**src/rtl/cpu_pkg.sv**
```systemverilog
// Shared CPU definitions: opcode constants, instruction field positions and
// the fetch-stage state encoding. Used by fetch, decode and the register file.
package cpu_pkg;

  typedef enum logic [1:0] {
    ST_BOOT  = 2'd0,
    ST_FETCH = 2'd1,
    ST_IMM   = 2'd2,
    ST_HALT  = 2'd3
  } fetch_state_e;

  // Instruction word 1 field positions
  localparam int unsigned OPC_MSB = 15;
  localparam int unsigned OPC_LSB = 11;
  localparam int unsigned RA1_MSB = 10;
  localparam int unsigned RA1_LSB = 8;
  localparam int unsigned RA2_MSB = 7;
  localparam int unsigned RA2_LSB = 5;

  localparam logic [15:0] RESET_VECTOR_ADDR = '0;

  localparam logic [4:0] OPC_HLT = 5'd1;

  // Opcodes followed by an immediate word
  localparam logic [4:0] OPC_2W_A = 5'd12;
  localparam logic [4:0] OPC_2W_B = 5'd13;
  localparam logic [4:0] OPC_2W_C = 5'd20;
  localparam logic [4:0] OPC_2W_D = 5'd21;

  // Opcodes using a single register operand
  localparam logic [4:0] OPC_1OP_A = 5'd3;
  localparam logic [4:0] OPC_1OP_B = 5'd4;
  localparam logic [4:0] OPC_1OP_C = 5'd5;
  localparam logic [4:0] OPC_1OP_D = 5'd14;
  localparam logic [4:0] OPC_1OP_E = 5'd30;
  localparam logic [4:0] OPC_1OP_F = 5'd31;

  function automatic logic is_two_word_op(input logic [4:0] op);
    return (op == OPC_2W_A) || (op == OPC_2W_B) ||
           (op == OPC_2W_C) || (op == OPC_2W_D);
  endfunction

  function automatic logic is_one_operand_op(input logic [4:0] op);
    return (op == OPC_1OP_A) || (op == OPC_1OP_B) || (op == OPC_1OP_C) ||
           (op == OPC_1OP_D) || (op == OPC_1OP_E) || (op == OPC_1OP_F);
  endfunction

endpackage

```
**src/rtl/fetch_stage_if.sv**
```systemverilog
// Instruction memory bus between the fetch stage (master) and memory (slave).
//   imem_addr : word address, driven by fetch (equals PC)
//   imem_data : instruction word at imem_addr, same-cycle read
interface fetch_stage_if;
  logic [15:0] imem_addr;
  logic [15:0] imem_data;

  modport master (output imem_addr, input imem_data);
  modport slave  (input imem_addr, output imem_data);
endinterface

```
**src/rtl/instr_predecode.sv**
```systemverilog
// Combinational opcode classifier.
//   opcode         : instruction bits [15:11]
//   is_two_word    : instruction carries a second (immediate) word
//   is_halt        : HLT instruction
//   is_one_operand : instruction reads a single register operand
module instr_predecode
  import cpu_pkg::*;
(
  input  logic [4:0] opcode,
  output logic       is_two_word,
  output logic       is_halt,
  output logic       is_one_operand
);

  always_comb begin
    is_two_word    = is_two_word_op(opcode);
    is_halt        = (opcode == OPC_HLT);
    is_one_operand = is_one_operand_op(opcode);
  end

endmodule

```
**src/rtl/fetch_stage.sv**
```systemverilog
// Instruction fetch stage: owns the PC, assembles one- and two-word
// instructions into the IF/ID pipeline register, and handles redirect,
// stall, halt and the reset-vector boot.
//   clk, reset_n       : clock, async active-low reset
//   imem               : instruction memory bus (imem_addr = PC)
//   stall              : hold request from decode
//   branch_taken/target: redirect request, squashes IF/ID
//   if_id_*            : IF/ID register contents
//   opcode, read_addr* : fields of if_id_instr
//   one_operand        : registered single-operand flag for if_id_instr
module fetch_stage
  import cpu_pkg::*;
(
  input  logic           clk,
  input  logic           reset_n,
  fetch_stage_if.master  imem,
  input  logic           stall,
  input  logic           branch_taken,
  input  logic [15:0]    branch_target,
  output logic           if_id_valid,
  output logic [15:0]    if_id_instr,
  output logic [15:0]    if_id_imm,
  output logic [15:0]    if_id_pc,
  output logic [4:0]     opcode,
  output logic [2:0]     read_addr1,
  output logic [2:0]     read_addr2,
  output logic           one_operand
);

  fetch_state_e state_q, state_d;
  logic [15:0]  pc_q, pc_d;
  logic [15:0]  hold_q, hold_d;
  logic         valid_q, valid_d;
  logic [15:0]  instr_q, instr_d;
  logic [15:0]  imm_q, imm_d;
  logic [15:0]  ifpc_q, ifpc_d;
  logic         one_op_q, one_op_d;

  logic [15:0]  pc_inc;
  logic         fw_two_word, fw_halt, fw_one_op;
  logic         hold_two_word, hold_halt, hold_one_op;

  // Classify the word on the memory bus (FETCH) and the held word 1 (IMM)
  instr_predecode u_pd_fetch (
    .opcode         (imem.imem_data[OPC_MSB:OPC_LSB]),
    .is_two_word    (fw_two_word),
    .is_halt        (fw_halt),
    .is_one_operand (fw_one_op)
  );

  instr_predecode u_pd_hold (
    .opcode         (hold_q[OPC_MSB:OPC_LSB]),
    .is_two_word    (hold_two_word),
    .is_halt        (hold_halt),
    .is_one_operand (hold_one_op)
  );

  assign pc_inc = pc_q + 16'd1;

  always_comb begin
    state_d  = state_q;
    pc_d     = pc_q;
    hold_d   = hold_q;
    valid_d  = valid_q;
    instr_d  = instr_q;
    imm_d    = imm_q;
    ifpc_d   = ifpc_q;
    one_op_d = one_op_q;

    if (state_q == ST_BOOT) begin
      // Memory is addressed at the reset vector; its word is the start PC.
      // Redirect and stall are both ignored here.
      pc_d     = imem.imem_data;
      valid_d  = 1'b0;
      instr_d  = '0;
      imm_d    = '0;
      one_op_d = 1'b0;
      state_d  = ST_FETCH;
    end else if (branch_taken) begin
      pc_d     = branch_target;
      hold_d   = '0;
      valid_d  = 1'b0;
      instr_d  = '0;
      imm_d    = '0;
      one_op_d = 1'b0;
      state_d  = ST_FETCH;
    end else begin
      case (state_q)
        ST_FETCH: begin
          if (!stall) begin
            if (fw_halt) begin
              valid_d  = 1'b1;
              instr_d  = imem.imem_data;
              imm_d    = '0;
              ifpc_d   = pc_inc;
              one_op_d = fw_one_op;
              state_d  = ST_HALT;
            end else if (fw_two_word) begin
              hold_d   = imem.imem_data;
              pc_d     = pc_inc;
              valid_d  = 1'b0;
              instr_d  = '0;
              imm_d    = '0;
              one_op_d = 1'b0;
              state_d  = ST_IMM;
            end else begin
              valid_d  = 1'b1;
              instr_d  = imem.imem_data;
              imm_d    = '0;
              ifpc_d   = pc_inc;
              one_op_d = fw_one_op;
              pc_d     = pc_inc;
            end
          end
        end
        ST_IMM: begin
          if (!stall) begin
            valid_d  = 1'b1;
            instr_d  = hold_q;
            imm_d    = imem.imem_data;
            ifpc_d   = pc_inc;
            one_op_d = hold_one_op;
            pc_d     = pc_inc;
            state_d  = ST_FETCH;
          end
        end
        ST_HALT: begin
          valid_d  = 1'b0;
          instr_d  = '0;
          imm_d    = '0;
          one_op_d = 1'b0;
        end
        default: state_d = ST_BOOT;
      endcase
    end
  end

  always_ff @(posedge clk or negedge reset_n) begin
    if (!reset_n) begin
      state_q  <= ST_BOOT;
      pc_q     <= RESET_VECTOR_ADDR;
      hold_q   <= '0;
      valid_q  <= 1'b0;
      instr_q  <= '0;
      imm_q    <= '0;
      ifpc_q   <= '0;
      one_op_q <= 1'b0;
    end else begin
      state_q  <= state_d;
      pc_q     <= pc_d;
      hold_q   <= hold_d;
      valid_q  <= valid_d;
      instr_q  <= instr_d;
      imm_q    <= imm_d;
      ifpc_q   <= ifpc_d;
      one_op_q <= one_op_d;
    end
  end

  assign imem.imem_addr = pc_q;
  assign if_id_valid    = valid_q;
  assign if_id_instr    = instr_q;
  assign if_id_imm      = imm_q;
  assign if_id_pc       = ifpc_q;
  assign one_operand    = one_op_q;
  assign opcode         = instr_q[OPC_MSB:OPC_LSB];
  assign read_addr1     = instr_q[RA1_MSB:RA1_LSB];
  assign read_addr2     = instr_q[RA2_MSB:RA2_LSB];

endmodule

```
**src/flat_wrapper.sv**
```systemverilog
// flat-port wrapper written by rule: the top's interface ports become plain ports
module fetch_stage_flat import cpu_pkg::*;
  (clk, reset_n, stall, branch_taken, branch_target, if_id_valid, if_id_instr, if_id_imm, if_id_pc, opcode, read_addr1, read_addr2, one_operand, imem_imem_addr, imem_imem_data);
  fetch_stage_if imem_i ();
  input  logic clk;
  input  logic reset_n;
  input  logic stall;
  input  logic branch_taken;
  input  logic [15:0] branch_target;
  output logic if_id_valid;
  output logic [15:0] if_id_instr;
  output logic [15:0] if_id_imm;
  output logic [15:0] if_id_pc;
  output logic [4:0] opcode;
  output logic [2:0] read_addr1;
  output logic [2:0] read_addr2;
  output logic one_operand;
  output wire logic [$bits(imem_i.imem_addr)-1:0] imem_imem_addr;
  input wire logic [$bits(imem_i.imem_data)-1:0] imem_imem_data;
  assign imem_imem_addr = imem_i.imem_addr;
  assign imem_i.imem_data = imem_imem_data;
  fetch_stage u_core (.clk(clk), .reset_n(reset_n), .imem(imem_i), .stall(stall), .branch_taken(branch_taken), .branch_target(branch_target), .if_id_valid(if_id_valid), .if_id_instr(if_id_instr), .if_id_imm(if_id_imm), .if_id_pc(if_id_pc), .opcode(opcode), .read_addr1(read_addr1), .read_addr2(read_addr2), .one_operand(one_operand));
endmodule
```
**config.mk**
```make
export PLATFORM = sky130hd
export DESIGN_NAME = fetch_stage_flat
export DESIGN_NICKNAME = d
export VERILOG_FILES = /design/src/rtl/cpu_pkg.sv /design/src/rtl/fetch_stage_if.sv /design/src/rtl/instr_predecode.sv /design/src/rtl/fetch_stage.sv /design/src/flat_wrapper.sv
export SDC_FILE = /design/constraint.sdc
export NUM_CORES = 1
export LEC_CHECK = 0
export BUFFER_PORTS_ARGS = -buffer_cell sky130_fd_sc_hd__buf_2
export CAP_MARGIN = 40
export CORE_AREA = 4 4 101 103
export DETAILED_ROUTE_END_ITERATION = 8
export DIE_AREA = 0 0 105 107
export PLACE_DENSITY_LB_ADDON = 0.05
export SYNTH_ARGS = -nofsm -noshare
export SYNTH_HDL_FRONTEND = slang
export SYNTH_SLANG_ARGS = --single-unit
```
**constraint.sdc**
```tcl
create_clock -name clk -period 1.76 [get_ports clk]
set_input_delay 0.088 -clock clk [delete_from_list [all_inputs] [get_ports clk]]
set_output_delay 0.088 -clock clk [all_outputs]
set_load 0.02 [all_outputs]
```
==> results of run 1 <==
registers in the layout, summed over array words and instances, names as in the netlist:
name                   cells
u_core.if_id_imm          16
u_core.imem.imem_addr     16
u_core.state_q             2
u_core.hold_q             16
u_core.if_id_valid         1
u_core.one_operand         1
u_core.if_id_pc           16
u_core.if_id_instr        16
power groups by stage:
| stage | Combinational [mW] | Sequential (mW) | Clock (mW) |
|---|---|---|---|
| after global placement | 4.28 | 2.99 | 0 |
| after global routing | 5.88 | 3.19 | 1.65 |
| after floorplan | 2.10 | 3.73 | 0 |
| after CTS | 4.73 | 2.99 | 1.56 |
| after detailed placement | 4.33 | 3.02 | 0 |
| final | 5.52 | 3.10 | 1.53 |
kinds of logic (layout without fill, tap and decap cells):
family | count (synthesis) | after routing
AO/OA/AOI/OAI | 152 | 152
AND/OR/NAND/NOR | 148 | 149
flip-flops | 84 | 84
buffers and inverters | 49 | 211
XOR/XNOR | 13 | 13
adder cells (fa/ha/maj) | 7 | 7
multiplexers | 7 | 7
critical path, delay by kind of cell, from the launching register on:
family | cells | cell delay [ps]
buf+inv | 2 | 290
flops | 1 | 450
simple gates | 2 | 370
compound gates | 3 | 520
fa+ha+maj | 1 | 150
cells in the mapped netlist (5+ instances only):
cell / instances
inv_1: 7
o21ai_1: 31
clkbuf_1: 15
nand3_1: 10
a22o_1: 15
buf_2: 11
o21ai_0: 29
dfrtp_1: 84
a22oi_1: 15
ha_1: 7
nor3_1: 7
and2_1: 5
nor2_1: 19
nand2_1: 81
a21oi_1: 20
buf_4: 12
xnor2_1: 10
final cells by class:
| class | count | area [sq um] | share of cell area [%] |
|---|---|---|---|
| well taps | 111 | 139 | 2.18 |
| clock inverters | 6 | 87.6 | 1.37 |
| flip-flops and latches | 84 | 2110 | 33.0 |
| repair buffers | 187 | 1390 | 21.8 |
| clock buffers | 10 | 128 | 2.00 |
| inverters | 8 | 37.5 | 0.588 |
| multi-input cells | 328 | 2490 | 39.0 |
placed cells by master, fill, tap and decap left out, drive strengths merged, types with 5 or more instances in the layout:
cell,n
buf,181
dfrtp,84
nand2,81
o21ai,60
nor2,20
a21oi,20
a22o,15
a22oi,15
clkbuf,15
xnor2,10
nand3,10
inv,9
nor3,8
ha,7
and2,6
nor2b,5
timing repair:
| item | in CTS | in global routing |
|---|---|---|
| setup buffers | 10 | 7 |
| setup endpoints to repair | 56 | 82 |
| hold buffers | 1 | 0 |
| gates resized for setup | 32 | 136 |
| cloned | 2 | 7 |
| pin swaps | 10 | 57 |
| hold endpoints to repair | 84 | 0 |
stage by stage:
| stage | cell area (sq um) | setup slack, ps | hold slack (ps) |
|---|---|---|---|
| 3_3_place_gp | 5300 | -107 | -56.5 |
| 2_1_floorplan | 4380 | 8.99 | -208 |
| 4_1_cts | 5760 | -106 | 5.10 |
| 6_report | 6380 | -105 | 15.3 |
| 5_1_grt | 6380 | -149 | 11.6 |
| 3_5_place_dp | 5300 | -115 | -50.9 |
worst min path at each step:
stage	endpoint	slack, ps	depth (start not counted)
3_3_place_gp	u_core.if_id_instr[10]	-60	1
6_report	u_core.if_id_imm[10]	20	3
2_1_floorplan	u_core.hold_q[0]	-210	0
3_5_place_dp	u_core.if_id_instr[7]	-50	1
4_1_cts	u_core.hold_q[0]	5	2
5_1_grt	u_core.if_id_imm[2]	10	3
layer usage:
layer  vias to the layer above  share of wire [%]  global-route usage (%)
met5                         -                  0                       0
met4                         0                2.0                    6.56
met3                        27                5.7                    4.27
met2                       154                 49                    39.6
met1                      2086                 43                    30.4
li1                       1951                  -                       -
==> key figures, run 1 <==
Floorplan
  – DIE AREA: roughly 11000 sq um
  – Die width: about 110 um
  – Initial Utilization: between 40 and 50%
  – Num ports: around 110
  – Die H: between 100 and 150 um
  – FP Rows: 35
  – Core box area: around 9000 sq um

STA
  – Slew Limit Fails: 0
  – Final setup vio count: 40
  – Fin crit share: 106%
  – RSZ-0062 raised after global routing: true
  – Worst Tran Pin Value: about 430 ps
  – Fin Setup TNS: -1130 ps
  – Final Hold Viols: 0
  – Clk_skew: between 10 and 15 ps
  – Final Critical Period: approximately 1900 ps
  – Slew margin rel.: between 70% and 80%
  – Fmax: about 540 MHz
  – Final worst setup slack: -105 ps

Detailed routing
  – Pre-antenna DRT Iters: 4
  – Antenna Nets Post-Route: 0
  – Vias: approximately 4.2k
  – Wire per inst: around 19 um
  – Final wirelength: about 14 mm
  – Vias per Instance: ~5.7
  – 1st-iter DRT viols: approximately 200
  – DRC Markers: 0

Worst setup path
  – Reg2reg path depth: 8
  – Crit path DAT: 2130 ps
  – CP Launch Type: register
  – Worst setup path startpoint: u_core.state_q[0]
  – Setup Crit Path Kind: register to register
  – Slowest library cell on the worst path: dfrtp_2
  – Reg-to-reg critical path startpoint: u_core.state_q[0]
  – Worst path max stage delay: roughly 450 ps
  – CP required: 2030 ps
  – Worst Path Max Fanout: 6
  – CP endpoint: u_core.imem.imem_addr[0]
  – Crit path cell chain: buf_6 > ha_4 > or2_4 > nand3_4 > o21ai_4 > buf_12 > o31a_1 > o211ai_1
  – Reg2Reg Capture Point: u_core.imem.imem_addr[0]
  – Reg2Reg Setup Slack: -110 ps
  – Crit. End Element: register

Clock tree
  – Clock Root Buffer: clkbuf_8
  – H-tree depth: 3
  – CTS Buf Count: 9
  – Clk sink count: 84
  – Clock Latency Late Sink: approximately 360 ps
  – Worst-path clk slew: 90 ps
  – CTS max path bufs: 2
  – CTS tree: done

Power and ir drop
  – Leakage Power: 3.15 nW
  – VDD IR-drop max: slightly above 900 uV
  – Clock group share of total power: between 15 and 20%
  – Pwr Total: slightly above 10 mW
  – Seq pwr share: a little over 30%
  – PwrDens: ~1600 nW/um^2
  – Combinational cell fraction of total power: approximately 54%
  – Net Sw Frac: a little over two fifths
  – Psw: approximately 4.4 mW
  – Internal power: ~5.7 mW

Logic synthesis
  – Synth top area share: ~48%
  – Ys flop type: dfrtp_1
  – Register area share after synthesis: about half
  – Largest family of logic cells by synthesized area: compound AO/OA/AOI/OAI gates
  – Syn avg cell area: about 9.4 sq um
  – Post-Synth XOR/XNOR Area: under 10%
  – Synth Area in Simple Gates: 16.4%
  – Post-synth cell types: between 60 and 70
  – Syn Std Cell Area: approximately 4300 sq um
  – Synth warnings: 0
  – Synth area leaders: dfrtp_1, nand2_1, o21ai_1, o21ai_0, a22o_1
  – Cell accounting for the most synthesized area: dfrtp_1
  – Synthesis-stage register bit count: 84
  – Adder-Cell Fraction of Synth Area: under 10%
  – Async set or reset register ratio after synthesis: 100%
  – Net Count, Synth: slightly above 500
  – Multiplexer share of the synthesized area: about 1.7%
  – Post-synthesis cell count: 460
  – Post-synth EDFFs: 0
  – Compound-Gate Fraction of Synth Area: 23.0%

Run status
  – Violated checks: setup timing
  – Status: finished, violations left

Global route
  – Largest net degree at the start of global routing: 47
  – GR Overflow Total: 0
  – First-pass GRT wire length: 20.9 mm
  – Vias in the first global route: between 4k and 5k
  – Initial antenna violation count: 0
  – Total Routing Usage GR: 23.2%

Min path
  – Hold Crit Start: imem_imem_data[10]
  – HP Class: input pin to register

Final layout
  – # diodes: 0
  – Share of layout cells above drive strength 1: between 40% and 50%
  – Final Util: approximately 69%
  – Post-Layout Cell Count: between 700 and 800
  – # nets final: between 600 and 700
  – Synthesis-to-layout area growth: 47.2%
  – Filler Cell Count: roughly 770

Placement
  – Post-DP HPWL: 9.10 mm
  – Placed Cells: just under 700
  – Routability cong.: 0.865
  – Port bufs: between 100 and 150

Job
  – Max Cap Viol: 0
Note: power is estimated with default switching activity, not from simulation.
==> run 2: changes to the inputs <==
==> constraint.sdc (replaced) <==
create_clock -name clk -period 1.76 [get_ports clk]
set_input_delay 0 -clock clk [delete_from_list [all_inputs] [get_ports clk]]
set_output_delay 0 -clock clk [all_outputs]
set_load 0.02 [all_outputs]
==> key figures, run 2 (synthesis results as in run 1) <==
Detailed routing
  – Final wirelength: 13.5 mm (-3.5%)
  – Wire per inst: 18.3 um (-3.8%)
  – DRC Markers: 0 (unchanged)
  – Vias: 4175 (-1.0%)
  – Antenna Nets Post-Route: 0 (unchanged)
  – Vias per Instance: 5.67 (-1.3%)
  – Pre-antenna DRT Iters: 5 (+1)
  – 1st-iter DRT viols: 238 (+20%)

Worst setup path
  – Worst Path Max Fanout: 7 (+1)
  – CP required: 2030 ps (about the same)
  – Reg2Reg Setup Slack: -50 ps (+60 ps)
  – Reg-to-reg critical path startpoint: u_core.state_q[0]
  – Reg2Reg Capture Point: u_core.imem.imem_addr[0]
  – CP Launch Type: register
  – Setup Crit Path Kind: register to register
  – Crit path DAT: 2080 ps (-50 ps)
  – Reg2reg path depth: 8 (unchanged)
  – Crit. End Element: register

STA
  – Final worst setup slack: -49.3 ps (+55.7 ps)
  – Fmax: 553 MHz (+3.1%)
  – Slew margin rel.: 68.6% (-2.2 points)
  – Worst Tran Pin Value: 471 ps (+36.4 ps)
  – Fin Setup TNS: -363 ps (+768 ps)
  – Fin crit share: 103% (-3.2 points)
  – Slew Limit Fails: 0 (unchanged)
  – Final Hold Viols: 0 (unchanged)
  – Final Hold Slack: 25.2 ps (+9.90 ps)
  – RSZ-0062 raised after global routing: true
  – Final Critical Period: 1810 ps (-55.7 ps)
  – Final setup vio count: 24 (-40%)
  – Clk_skew: 8.21 ps (-4.02 ps)

Final layout
  – Synthesis-to-layout area growth: 42.8%
  – Commonest non-fill, non-tap cell in the layout: buf_2
  – Filler Cell Count: 742 (-4.0%)
  – Final Util: 67.3% (-2.1 points)
  – Most frequent cells in the layout: buf_2, dfrtp_1, nand2_1
  – Share of layout cells above drive strength 1: 42.7% (-7.2 points)
  – # nets final: 664 (+0.45%)
  – # diodes: 0 (unchanged)

Clock tree
  – CTS Buf Count: 9 (unchanged)
  – Clk sink count: 84 (unchanged)
  – Clock Latency Late Sink: 360 ps (about the same)
  – Clock Root Buffer: clkbuf_8
  – H-tree depth: 3 (unchanged)
  – CTS tree: done
  – Worst-path clk slew: 90 ps (about the same)
  – CTS max path bufs: 2 (unchanged)

Min path
  – HP Class: input pin to register
  – Hold Crit Endpoint: u_core.hold_q[11]
  – Hold Crit Start: imem_imem_data[11]
  – WHS Path Cells: 3 (unchanged)

Placement
  – Routability cong.: 0.859 (-0.73%)
  – Port bufs: 112 (unchanged)
  – Post-DP HPWL: 8.94 mm (-1.7%)
  – Setup slack at placement: -87.7 ps (+27.8 ps)

Floorplan
  – FP Rows: 35 (unchanged)
  – Die width: 105 um (unchanged)
  – Num ports: 113 (unchanged)
  – Core box area: 9200 sq um (unchanged)
  – Die H: 107 um (unchanged)
  – Initial Utilization: 47.2% (unchanged)
  – DIE AREA: 11200 sq um (unchanged)

Global route
  – Initial antenna violation count: 0 (unchanged)
  – GR peak layer: met2
  – Met1 usage: 31.4% (+1.0 points)
  – Largest net degree at the start of global routing: 85 (+81%)
  – Met3 usage: 4.58% (+0.30 points)
  – First-pass GRT wire length: 21.4 mm (+2.1%)
  – GR Overflow Total: 0 (unchanged)
  – M2 GR Usage: 40.1% (+0.50 points)
  – Total Routing Usage GR: 23.9% (+0.63 points)
  – Vias in the first global route: 4109 (-0.19%)

Job
  – Max Cap Viol: 0 (unchanged)

Run status
  – Status: finished, violations left
  – Violated checks: setup timing

Power and ir drop
  – Pwr Total: 9.73 mW (-4.1%)
  – Leakage Power: 2.94 nW (-6.8%)
  – PwrDens: 1570 nW/um^2 (-1.2%)
  – VDD IR-drop max: 860 uV (-5.8%)
[run 2: how the worst max path moves through the flow]
stage	start	to	slack (ps)	depth (start not counted)
2_1_floorplan	u_core.state_q[1]	u_core.if_id_instr[15]	9	8
6_report	u_core.state_q[0]	u_core.imem.imem_addr[0]	-50	8
4_1_cts	u_core.state_q[0]	u_core.imem.imem_addr[12]	-50	9
5_1_grt	u_core.state_q[0]	u_core.if_id_imm[4]	-110	8
3_3_place_gp	u_core.state_q[0]	u_core.hold_q[8]	-110	6
3_5_place_dp	u_core.state_q[0]	u_core.if_id_instr[2]	-90	7
[run 2: where the power goes]
group | total [mW] | internal, mW | switching (mW) | leakage [nW]
combinational | 5.14 | 2.21 | 2.93 | 1.74
sequential | 3.04 | 2.53 | 0.506 | 1.08
clock | 1.56 | 0.838 | 0.720 | 0.109
total | 9.73 | 5.58 | 4.16 | 2.94
[run 2: cell type report]
| class | count | area [sq um] | share of cell area [%] |
|---|---|---|---|
| multi-input cells | 328 | 2290 | 36.9 |
| flip-flops and latches | 84 | 2110 | 34.0 |
| repair buffers | 190 | 1410 | 22.7 |
| well taps | 111 | 139 | 2.24 |
| clock buffers | 10 | 138 | 2.22 |
| clock inverters | 5 | 85.1 | 1.37 |
| inverters | 8 | 30.0 | 0.485 |
[run 2: through the flow]
stage / instances / area, sq um
3_5_place_dp: 689 / 5290
3_3_place_gp: 688 / 5290
6_report: 736 / 6190
2_1_floorplan: 460 / 4380
4_1_cts: 729 / 5900
5_1_grt: 736 / 6190
[run 2: critical path: stages, from the launching register on]
cell,delay (ps)
dfrtp_1,420
buf_6,140
ha_4,150
or2_4,260
nand3_4,130
o21ai_4,100
buf_12,150
o31a_1,230
o211ai_1,150
[run 2: layer usage]
metal | share of wire, % | wire, um
met1 | 43 | 5810
met2 | 49 | 6600
met3 | 5.7 | 762
met4 | 2.1 | 289
met5 | 0 | 0
[run 2: what timing repair did]
| item | in CTS | in global routing |
|---|---|---|
| hold endpoints to repair | 108 | 0 |
| resized for setup | 27 | 71 |
| setup endpoints to repair | 53 | 77 |
| hold buffers | 14 | 0 |
| cloned | 3 | 3 |
| setup buffers | 8 | 5 |
| pin swaps | 8 | 24 |
